`src/rtl/aes_rkey_sched_if.sv`:
```
// aes_rkey_sched_if: start/key request and round-key handshake between the key register, the scheduler and the round engine.
interface aes_rkey_sched_if;
    logic         i_Start;
    logic [127:0] i_Key;
    logic         i_fDec;
    logic         i_Next;
    logic [127:0] o_RKey;
    logic [3:0]   o_Rnd;
    logic         o_Valid;
    logic         o_Busy;
    logic         o_Done;
    modport master (output i_Start, i_Key, i_fDec, i_Next, input o_RKey, o_Rnd, o_Valid, o_Busy, o_Done);
    modport slave  (input i_Start, i_Key, i_fDec, i_Next, output o_RKey, o_Rnd, o_Valid, o_Busy, o_Done);
endinterface

```
`src/rtl/aes_rkey_sched.sv`:
```
// aes_rkey_sched: AES-128 round-key scheduler emitting keys 0..10 forward or 10..0 reverse, one per handshake.
module aes_rkey_sched (
    input logic             i_Clk,
    input logic             i_Rst,
    aes_rkey_sched_if.slave bus
);
    localparam logic [1:0] IDLE = 2'd0, PREP = 2'd1, EMIT = 2'd2, DONE = 2'd3;

    function automatic logic [7:0] gmul(input logic [7:0] a, input logic [7:0] b);
        logic [7:0] p, x;
        p = 8'h00;
        x = a;
        for (int i = 0; i < 8; i++) begin
            if (b[i]) p = p ^ x;
            x = {x[6:0], 1'b0} ^ (x[7] ? 8'h1b : 8'h00);
        end
        return p;
    endfunction

    // GF(2^8) inverse as x^254 (zero maps to zero), followed by the affine map
    function automatic logic [7:0] sbox(input logic [7:0] b);
        logic [7:0] p, r;
        p = b;
        r = 8'h01;
        for (int i = 1; i < 8; i++) begin
            p = gmul(p, p);
            r = gmul(r, p);
        end
        return r ^ {r[6:0], r[7]} ^ {r[5:0], r[7:6]} ^ {r[4:0], r[7:5]} ^ {r[3:0], r[7:4]} ^ 8'h63;
    endfunction

    function automatic logic [31:0] subword(input logic [31:0] w);
        return {sbox(w[31:24]), sbox(w[23:16]), sbox(w[15:8]), sbox(w[7:0])};
    endfunction

    function automatic logic [7:0] rcon(input logic [3:0] r);
        case (r)
            4'd0: return 8'h01;
            4'd1: return 8'h02;
            4'd2: return 8'h04;
            4'd3: return 8'h08;
            4'd4: return 8'h10;
            4'd5: return 8'h20;
            4'd6: return 8'h40;
            4'd7: return 8'h80;
            4'd8: return 8'h1b;
            default: return 8'h36;
        endcase
    endfunction

    logic [1:0]   state_q, state_d;
    logic [127:0] key_q, key_d;
    logic         dec_q, dec_d;
    logic [3:0]   cnt_q, cnt_d;
    logic         valid_q, busy_q, done_q;

    logic [31:0]  w0, w1, w2, w3, n3, sub_in, t, f0, f1, f2;
    logic [3:0]   idx;
    logic         inv, last;
    logic [127:0] step_key;

    assign {w0, w1, w2, w3} = key_q;
    assign inv = dec_q && state_q == EMIT;
    assign n3 = w3 ^ w2;
    // one S-box row serves both directions: the inverse step needs the recovered w3
    assign sub_in = inv ? n3 : w3;
    assign idx = inv ? cnt_q - 4'd1 : cnt_q;
    assign t = subword({sub_in[23:0], sub_in[31:24]}) ^ {rcon(idx), 24'h0};
    assign f0 = w0 ^ t;
    assign f1 = w1 ^ f0;
    assign f2 = w2 ^ f1;
    assign step_key = inv ? {w0 ^ t, w1 ^ w0, w2 ^ w1, n3} : {f0, f1, f2, w3 ^ f2};
    assign last = dec_q ? cnt_q == 4'd0 : cnt_q == 4'd10;

    always_comb begin
        state_d = state_q;
        key_d = key_q;
        dec_d = dec_q;
        cnt_d = cnt_q;
        if (state_q == IDLE || state_q == DONE) begin
            state_d = IDLE;
            if (bus.i_Start) begin
                key_d = bus.i_Key;
                dec_d = bus.i_fDec;
                cnt_d = 4'd0;
                state_d = bus.i_fDec ? PREP : EMIT;
            end
        end else if (state_q == PREP) begin
            key_d = step_key;
            cnt_d = cnt_q + 4'd1;
            state_d = cnt_q == 4'd9 ? EMIT : PREP;
        end else if (bus.i_Next) begin
            state_d = last ? DONE : EMIT;
            key_d = last ? key_q : step_key;
            cnt_d = last ? cnt_q : (dec_q ? cnt_q - 4'd1 : cnt_q + 4'd1);
        end
    end

    always_ff @(posedge i_Clk) begin
        if (i_Rst) begin
            state_q <= IDLE;
            key_q <= '0;
            dec_q <= 1'b0;
            cnt_q <= '0;
            valid_q <= 1'b0;
            busy_q <= 1'b0;
            done_q <= 1'b0;
        end else begin
            state_q <= state_d;
            key_q <= key_d;
            dec_q <= dec_d;
            cnt_q <= cnt_d;
            valid_q <= state_d == EMIT;
            busy_q <= state_d == PREP || state_d == EMIT;
            done_q <= state_d == DONE;
        end
    end

    assign bus.o_RKey = key_q;
    assign bus.o_Rnd = cnt_q;
    assign bus.o_Valid = valid_q;
    assign bus.o_Busy = busy_q;
    assign bus.o_Done = done_q;
endmodule

```
`src/flat_wrapper.sv`:
```
// flat-port wrapper written by rule: the top's interface ports become plain ports
module aes_rkey_sched_flat 
  (i_Clk, i_Rst, bus_i_Start, bus_i_Key, bus_i_fDec, bus_i_Next, bus_o_RKey, bus_o_Rnd, bus_o_Valid, bus_o_Busy, bus_o_Done);
  aes_rkey_sched_if bus_i ();
  input logic i_Clk;
  input logic i_Rst;
  input wire logic [$bits(bus_i.i_Start)-1:0] bus_i_Start;
  input wire logic [$bits(bus_i.i_Key)-1:0] bus_i_Key;
  input wire logic [$bits(bus_i.i_fDec)-1:0] bus_i_fDec;
  input wire logic [$bits(bus_i.i_Next)-1:0] bus_i_Next;
  output wire logic [$bits(bus_i.o_RKey)-1:0] bus_o_RKey;
  output wire logic [$bits(bus_i.o_Rnd)-1:0] bus_o_Rnd;
  output wire logic [$bits(bus_i.o_Valid)-1:0] bus_o_Valid;
  output wire logic [$bits(bus_i.o_Busy)-1:0] bus_o_Busy;
  output wire logic [$bits(bus_i.o_Done)-1:0] bus_o_Done;
  assign bus_i.i_Start = bus_i_Start;
  assign bus_i.i_Key = bus_i_Key;
  assign bus_i.i_fDec = bus_i_fDec;
  assign bus_i.i_Next = bus_i_Next;
  assign bus_o_RKey = bus_i.o_RKey;
  assign bus_o_Rnd = bus_i.o_Rnd;
  assign bus_o_Valid = bus_i.o_Valid;
  assign bus_o_Busy = bus_i.o_Busy;
  assign bus_o_Done = bus_i.o_Done;
  aes_rkey_sched u_core (.i_Clk(i_Clk), .i_Rst(i_Rst), .bus(bus_i));
endmodule
```
`config.mk`:
```
export PLATFORM = sky130hd
export DESIGN_NAME = aes_rkey_sched_flat
export DESIGN_NICKNAME = d
export VERILOG_FILES = /design/src/rtl/aes_rkey_sched_if.sv /design/src/rtl/aes_rkey_sched.sv /design/src/flat_wrapper.sv
export SDC_FILE = /design/constraint.sdc
export NUM_CORES = 2
export LEC_CHECK = 0
export CAP_MARGIN = 15
export CORE_MARGIN = 2
export CORE_UTILIZATION = 60
export CTS_CLUSTER_DIAMETER = 80
export CTS_CLUSTER_SIZE = 8
export DETAILED_ROUTE_END_ITERATION = 7
export PLACE_DENSITY = 0.79
export SLEW_MARGIN = 25
export SYNTH_ARGS = -nofsm -noshare
export SYNTH_HDL_FRONTEND = slang
export SYNTH_SLANG_ARGS = --single-unit
```
`constraint.sdc`:
```
create_clock -name i_Clk -period 18.8 [get_ports i_Clk]
set_input_delay 3.76 -clock i_Clk [delete_from_list [all_inputs] [get_ports i_Clk]]
set_output_delay 3.76 -clock i_Clk [all_outputs]
set_load 0.1 [all_outputs]
```
After elaboration in Yosys (flattened, before gate mapping)
Memories as Yosys holds them, arrays and structs flattened.
Index checks and enable logic that the tools add are counted.
{"block": "totals", "word_cells": 1646, "out_inout_bits": 135, "input_bits": 133, "n_memories": 1, "mem_bits_ro": 128, "register_bits": 138}
{"block": "classes", "eq_ne": 10, "bitwise": 784, "muxes": 834, "reduce_logical": 8, "addsub": 2}
{"memory": "(name not given)", "depth": 16, "word_bits": 8, "read_ports": 1, "rd_clocked_by_memory_dff": 0, "write_ports": 0, "line": "aes_rkey_sched.sv:37", "rtl": "case (r)"}
{"cell": "bitwise XOR 8 bit", "count": 744}
{"cell": "two-way mux 8 bit", "count": 420}
{"cell": "two-way mux 5 bit", "count": 368}
{"cell": "two-way mux 128 bit", "count": 5}
{"cell": "bitwise XOR 32 bit", "count": 8}
{"cell": "two-way mux 96 bit", "count": 1}
{"cell": "two-way mux 4 bit", "count": 11}
{"cell": "two-way mux 32 bit", "count": 1}
{"cell": "two-way mux 7 bit", "count": 4}
{"cell": "NOT 1 bit (first input constant)", "count": 28}
{"cell": "two-way mux 6 bit", "count": 4}
{"cell": "two-way mux 2 bit", "count": 10}
{"cell": "NOT 4 bit", "count": 4}
{"cell": "two-way mux 3 bit", "count": 4}
{"cell": "equality test 2 bit (second input constant)", "count": 4}
{"cell": "equality test 4 bit (second input constant)", "count": 2}
{"cell": "two-way mux 1 bit", "count": 6}
{"cell": "adder 4 x 1 -> 4 bit (second input constant)", "count": 1}
{"cell": "equality test 2 x 1 -> 1 bit (second input constant)", "count": 2}
{"cell": "zero test 4 bit", "count": 1}
{"cell": "subtractor 4 x 1 -> 4 bit (second input constant)", "count": 1}
{"cell": "inequality test 3 bit (second input constant)", "count": 1}
{"cell": "AND reduction 3 bit", "count": 1}
{"cell": "nonzero test 3 bit", "count": 1}
{"cell": "5 further kinds", "count": 6}

Longest topological paths before layout
{"block": "logic_depth", "ltp_word": 145, "ltp_mapped": 80, "depth_no_buf": 65}

Worst setup path before layout
Ideal clock, no wire load.
{"block": "synth_timing", "kind": "reg-to-reg", "start": "register u_core.key_q[48], in the netlist u_core.bus.o_RKey[48]", "end": "register u_core.key_q[26], in the netlist u_core.bus.o_RKey[26]", "setup_ns": 0.081, "period_less_slack_ns": 17.607, "t_required_ns": 18.719, "path_buffers": 13, "path_stages_with_launch": 74, "setup_slack_ns": 1.193, "arrival_ns": 17.527, "path_cell_list": "dfxtp_1 > clkbuf_1 > nand3_1 > xnor2_2 > inv_1 > ha_1 > clkbuf_1 > xnor2_1 > xnor2_1 > o21ai_1 > nand3_1 > nand2_2 > inv_1 > clkbuf_1 > ha_1 > buf_1 > inv_1 > nor4_1 > [... 38 more ...] > buf_2 > buf_2 > o22ai_1 > a32oi_1 > o21ai_0 > o32ai_1 > a221oi_1 > and3_1 > clkbuf_1 > or2_1 > a221oi_1 > xor3_1 > xnor3_1 > xnor2_1 > nor2_1 > xnor2_1 > or4_1 > a41oi_1"}
{"block": "synth_via", "elab_chain_cells": 140, "word_cells_on_any_way": 394, "cone_classes": "202 x mux; 192 x bitwise"}
{"item": "start, declared", "line": "aes_rkey_sched.sv:52", "rtl": "logic [127:0] key_q, key_d;"}
{"item": "start signal, assigned", "line": "aes_rkey_sched.sv:110", "rtl": "key_q <= key_d;"}
{"item": "bitwise XOR 32 bit *", "line": "aes_rkey_sched.sv:64", "rtl": "assign n3 = w3 ^ w2;"}
{"item": "two-way mux 32 bit *", "line": "aes_rkey_sched.sv:66", "rtl": "assign sub_in = inv ? n3 : w3;"}
{"item": "two-way mux 8 bit", "line": "aes_rkey_sched.sv:14", "rtl": "if (b[i]) p = p ^ x;"}
{"item": "bitwise XOR 8 bit", "line": "aes_rkey_sched.sv:14"}
{"item": "two-way mux 8 bit", "line": "aes_rkey_sched.sv:14"}
{"item": "bitwise XOR 8 bit", "line": "aes_rkey_sched.sv:14"}
{"item": "two-way mux 8 bit", "line": "aes_rkey_sched.sv:14"}
{"item": "bitwise XOR 8 bit", "line": "aes_rkey_sched.sv:14"}
{"item": "[... 124 more ...]"}
{"item": "bitwise XOR 32 bit *", "line": "aes_rkey_sched.sv:70", "rtl": "assign f1 = w1 ^ f0;"}
{"item": "bitwise XOR 32 bit *", "line": "aes_rkey_sched.sv:71", "rtl": "assign f2 = w2 ^ f1;"}
{"item": "bitwise XOR 32 bit *", "line": "aes_rkey_sched.sv:72", "rtl": "assign step_key = inv ? {w0 ^ t, w1 ^ w0, w2 ^ w1, n3} : {f0, f1, f2, w3 ^ f2};"}
{"item": "two-way mux 96 bit *", "line": "aes_rkey_sched.sv:72"}
{"item": "two-way mux 128 bit", "line": "aes_rkey_sched.sv:94", "rtl": "key_d = last ? key_q : step_key;"}
{"item": "two-way mux 128 bit", "line": "aes_rkey_sched.sv:92", "rtl": "end else if (bus.i_Next) begin"}
{"item": "two-way mux 128 bit *", "line": "aes_rkey_sched.sv:88", "rtl": "end else if (state_q == PREP) begin"}
{"item": "two-way mux 128 bit *", "line": "aes_rkey_sched.sv:80", "rtl": "if (state_q == IDLE || state_q == DONE) begin"}
Every way passes the cells marked *; elsewhere a longest branch is shown, timed or not. The select of a mux whose other input is x is not followed.
A chain may end at the register's enable or synchronous reset.

Worst setup path in the final report
{"block": "layout_timing", "start": "register u_core.state_q[0]", "end": "register u_core.key_q[2], in the netlist u_core.bus.o_RKey[2]"}
{"block": "layout_via", "elab_chain_cells": 141, "word_cells_on_any_way": 410, "cone_classes": "5 x eq/ne; 209 x mux; 191 x bitwise; 5 x reduce/logical"}
{"item": "start, declared", "line": "aes_rkey_sched.sv:51", "rtl": "logic [1:0] state_q, state_d;"}
{"item": "start signal, assigned", "line": "aes_rkey_sched.sv:109", "rtl": "state_q <= state_d;"}
{"item": "equality test 2 bit", "line": "aes_rkey_sched.sv:63", "rtl": "assign inv = dec_q && state_q == EMIT;"}
{"item": "logical AND 1 bit", "line": "aes_rkey_sched.sv:63"}
{"item": "two-way mux 32 bit", "line": "aes_rkey_sched.sv:66"}
{"item": "two-way mux 5 bit (tied with other cells)", "line": "aes_rkey_sched.sv:15", "rtl": "x = {x[6:0], 1'b0} ^ (x[7] ? 8'h1b : 8'h00);"}
{"item": "bitwise XOR 8 bit, on equally long branches", "line": "aes_rkey_sched.sv:15, aes_rkey_sched.sv:14"}
{"item": "bitwise XOR 8 bit or two-way mux 8 bit (tied branches)", "line": "aes_rkey_sched.sv:14"}
{"item": "two-way mux 8 bit or bitwise XOR 8 bit (tied branches)", "line": "aes_rkey_sched.sv:14"}
{"item": "bitwise XOR 8 bit or two-way mux 8 bit (tied branches)", "line": "aes_rkey_sched.sv:14"}
{"item": "[... 125 more ...]"}
{"item": "bitwise XOR 32 bit", "line": "aes_rkey_sched.sv:70"}
{"item": "bitwise XOR 32 bit", "line": "aes_rkey_sched.sv:71"}
{"item": "bitwise XOR 32 bit", "line": "aes_rkey_sched.sv:72"}
{"item": "two-way mux 96 bit", "line": "aes_rkey_sched.sv:72"}
{"item": "two-way mux 128 bit", "line": "aes_rkey_sched.sv:94"}
{"item": "two-way mux 128 bit", "line": "aes_rkey_sched.sv:92"}
{"item": "two-way mux 128 bit", "line": "aes_rkey_sched.sv:88"}
{"item": "two-way mux 128 bit", "line": "aes_rkey_sched.sv:80"}
Several ways; a longest one is shown, not always the timed one. The select of a mux whose other input is x is not followed.

==> results <==
- The flow ran to the end, but the final reports show violations.
- The checks that failed: DRC.
- After clock tree synthesis, the clock-pin slew on the worst setup and hold paths is about 0.07 ns.
- The number of maximum-capacitance violations is 0.
- The setup skew after layout is 0.0190 ns.
- The die is 343 µm tall.
- Yosys mapped a number of flops with a built-in enable equal to 0.
- The clock insertion delay at the later pin of the skew report is 0.51 ns.
- Of the synthesized area, sequential elements account for between 4 and 5%.
- The worst setup path is launched from a register.
- Counting the buffers created by CTS gives 17.
- The final count of hold timing violations came to 0.
- In the routed design, unresolved DRC markers number 13.
- The most frequent cell after synthesis is sky130_fd_sc_hd__xnor2_1.
- The final hold slack is 0.513 ns.
- The clock root buffer is sky130_fd_sc_hd__clkbuf_16.
- In the synthesized netlist the async set-or-reset flop fraction comes to 0%.
- The global-route wire length before repair is about 370000 µm.
- The detailed-route wire length per cell is 22.4 µm.
- Summed over all layers, the routed wires come to 241000 µm.
- The die footprint is 117000 µm².
- The total number of vias is approximately 70000.
- The top-level port count is 268.
- The main flop type after synthesis is sky130_fd_sc_hd__dfxtp_1.
- In this run the critical register-to-register path is launched from u_core.state_q[0].
- Once detailed placement completed, the half-perimeter wirelength came to 182000 µm.
- The largest individual stage delay along the critical path comes from the cell sky130_fd_sc_hd__xnor3_1.
- The delay contributed by the slowest stage of the critical path is 0.55 ns.
- Data arrives at the worst endpoint at approximately 19 ns.
- The CTS tree is yes.
- The worst path required time is 19.20 ns.
- In the final layout, the share of cells above drive strength 1 is 10.4%.
- The worst reg-to-reg path cell count is 60.
- STA classifies the critical path endpoint as a register.
- The last weighted congestion value of the routability-driven placer is 1.01.
- For this run, the share of the core covered by cells in the final layout is between 60% and 70%.
- Leaving out filler cells and counting taps, the final layout contains 10769.
- For this run, the post-layout net count is 9402.
- The floorplan step defined a core boundary enclosing 114000 µm².
- Prior to clock tree synthesis, the placed netlist has a worst setup slack of -0.420 ns.
- After synthesis, the largest area contributor takes up 20.7% of total cell area.
- The number of antenna violations at the first check in global routing is 13.
- The initial standard-cell utilization of the core is between 60% and 70%.
- The max-slew violation total from the final report is 0.
- The synthesized netlist contains 118 unique library cells.
- The worst path meets setup with 0.542 ns of slack.
- The number of placed instances, taps included, is between 10000 and 15000.
- Along the worst path, the maximum fanout reaches 15.
- The period utilization is a little over nine tenths.
- Summed over all instances, the cell type with the most area after synthesis is sky130_fd_sc_hd__xnor2_1.
- In this run the mean area of a mapped cell was ~7.5 µm².
- The detailed router finished its first iteration with 8353 violations.
- The number of nets handed over by synthesis was around 9300.
- The pin count of the biggest net entering global routing is between 150 and 200.
- The slew at the pin closest to its max-slew limit is 1.14 ns.
- The number of synthesized register bits is 138.
- Setup violations remaining at the end of the flow were counted as 0.
- The yosys synthesis warning count is 0.
- The termination of the worst setup path is u_core.bus.o_RKey[2].
- The first-pass detailed-route iteration total is 8.
- In this run the deepest clock path goes through 2 buffers.
- The path type of the worst min-delay path is reg -> reg.
- Among the stages of the critical path, the cell type that occurs most often is sky130_fd_sc_hd__xnor3_1.
- The count of nets left with antenna violations after detail routing is 0.
- The number of sinks driven by the clock tree is 138.
- The depth of the CTS H-tree is 4.
- The number of global-route vias before repair is between 60000 and 70000.
- The type of the worst setup path is reg -> reg.
- Tracing the worst setup path back leads to its startpoint at u_core.state_q[0].
- The post-synthesis instance total is 9168.
- The port buffer count is 267.
- The worst max-slew margin expressed relative to the limit is 24.1%.
- The total congestion overflow is 0.
- In the routed layout, each cell is associated on average with a via count of about 6.4.
- Ranked by instance count, the synthesized netlist is headed by sky130_fd_sc_hd__xnor2_1, sky130_fd_sc_hd__nor2_1, sky130_fd_sc_hd__nand2_1, sky130_fd_sc_hd__a21oi_1, sky130_fd_sc_hd__xor2_1.
- The die is 343 µm wide.
- The reg2reg setup slack is 0.54 ns.
- The standard-cell row count is 124.
- The worst register-to-register path ends at u_core.bus.o_RKey[2].
- The netlist area before placement is 68800 µm².
- For this run, the total global-route usage over all layers was measured as 39.1%.
- Static timing analysis puts the maximum clock frequency at 54.8 MHz.
- The signed area change from the synthesized netlist to the final layout is 10.2%.
- The final period demand of the worst path is 18.26 ns.
- Yosys attributes the largest share of cell area to sky130_fd_sc_hd__xnor2_1, sky130_fd_sc_hd__xnor3_1, sky130_fd_sc_hd__nor2_1, sky130_fd_sc_hd__xor2_1, sky130_fd_sc_hd__nand2_1.
-- state kept, by name, summed over array words and instances, names as in the netlist --
name                flops
u_core.bus.o_Done       1
u_core.bus.o_Valid      1
u_core.bus.o_RKey     128
u_core.state_q          2
u_core.bus.o_Busy       1
u_core.bus.o_Rnd        4
u_core.dec_q            1
-- cells by family after synthesis --
kind of cell / after synthesis / synth area share [%]
and+or+nand+nor: 3165 / 20.2
xor gates and xnor gates: 2764 / 47.6
AOI/OAI and AO/OA: 1969 / 18.4
buffers and inverters: 808 / 4.79
muxes: 295 / 4.50
DFF: 138 / 4.01
adders and majority gates: 29 / 0.524
-- worst min-delay path by stage --
stage                                         to                    from  cells after the start
after CTS                 u_core.bus.o_RKey[101]  u_core.bus.o_RKey[101]                      2
after global placement    u_core.bus.o_RKey[101]  u_core.bus.o_RKey[101]                      2
after floorplan                u_core.state_q[1]       u_core.state_q[1]                      3
final                     u_core.bus.o_RKey[101]  u_core.bus.o_RKey[101]                      2
after detailed placement  u_core.bus.o_RKey[101]  u_core.bus.o_RKey[101]                      2
after global routing      u_core.bus.o_RKey[101]  u_core.bus.o_RKey[101]                      2
-- critical path: cells and delay by family (launching register included) --
family | cells | cell delay (ns)
buffers and inverters | 7 | 1.31
XOR/XNOR | 30 | 10.76
AO/OA/AOI/OAI | 9 | 2.24
AND/OR/NAND/NOR | 9 | 1.77
multiplexers | 2 | 0.57
flip-flops | 1 | 0.32
adder cells (fa/ha/maj) | 3 | 1.16
-- cell type report --
class	count	area (µm²)
sequential	138	2770
tap	1512	1890
antenna	3	7.51
inverter	149	564
multi-input combinational	8222	63900
clock buffer	17	425
fill	9904	38200
timing repair buffer	713	6020
clock inverter	15	235
-- per-layer routing --
metal  GRT usage, %  vias to the layer above  routed length [µm]
met5              0                        -                 103
met4           13.2                       18                8590
met3           7.69                      549               26800
met2           61.5                     3862              108000
met1           53.5                    33023               97700
li1               -                    31897                   -
-- through the flow --
step	area, µm²	setup TNS, ns
floorplan	68800	0
global placement	74200	0
detailed placement	74300	-1.93
CTS	74900	0
global route	75800	-0.421
finish	75800	0
-- placed cells by master, fill, tap and decap left out, types with 27 or more instances in the layout --
master / synthesis / layout
sky130_fd_sc_hd__o21a_1: 27 / 27
sky130_fd_sc_hd__xnor3_1: 446 / 421
sky130_fd_sc_hd__mux2i_1: 234 / 232
sky130_fd_sc_hd__nand3_1: 250 / 250
sky130_fd_sc_hd__o21ai_0: 467 / 467
sky130_fd_sc_hd__o22ai_1: 111 / 111
sky130_fd_sc_hd__a21oi_1: 521 / 516
sky130_fd_sc_hd__or3_1: 43 / 43
sky130_fd_sc_hd__dfxtp_1: 138 / 137
sky130_fd_sc_hd__nand2b_1: 71 / 71
sky130_fd_sc_hd__xor2_1: 483 / 468
sky130_fd_sc_hd__a32oi_1: 33 / 33
sky130_fd_sc_hd__a221oi_1: 64 / 64
sky130_fd_sc_hd__inv_1: 131 / 130
sky130_fd_sc_hd__o31ai_1: 58 / 58
sky130_fd_sc_hd__o211ai_1: 51 / 51
sky130_fd_sc_hd__nor2b_1: 68 / 68
sky130_fd_sc_hd__a22oi_1: 70 / 69
sky130_fd_sc_hd__a31oi_1: 92 / 90
sky130_fd_sc_hd__a211oi_1: 101 / 99
sky130_fd_sc_hd__buf_4: 17 / 456
sky130_fd_sc_hd__and3_1: 51 / 50
sky130_fd_sc_hd__mux2_2: 53 / 53
sky130_fd_sc_hd__nor3_1: 222 / 222
sky130_fd_sc_hd__xor3_1: 60 / 57
sky130_fd_sc_hd__xnor2_2: 80 / 164
sky130_fd_sc_hd__a21o_1: 45 / 45
sky130_fd_sc_hd__xor2_2: 24 / 37
sky130_fd_sc_hd__nor2_1: 1355 / 1352
sky130_fd_sc_hd__xnor3_2: 25 / 49
sky130_fd_sc_hd__or4_1: 28 / 28
sky130_fd_sc_hd__and2_1: 52 / 51
sky130_fd_sc_hd__ha_1: 28 / 27
sky130_fd_sc_hd__xnor2_1: 1626 / 1531
sky130_fd_sc_hd__nand2_1: 865 / 865
sky130_fd_sc_hd__clkdlybuf4s50_1: 0 / 250
-- timing repair --
| action | in CTS | in global routing |
|---|---|---|
| pin swaps | 0 | 4 |
| gates resized for setup | 3 | 119 |
| hold buffers | 0 | 0 |
| setup buffers | 0 | 13 |
| endpoints found under the setup margin | 15 | 120 |
Power is not shown: default switching activity piles up to over one toggle a cycle in this logic, so the estimate is an artifact.
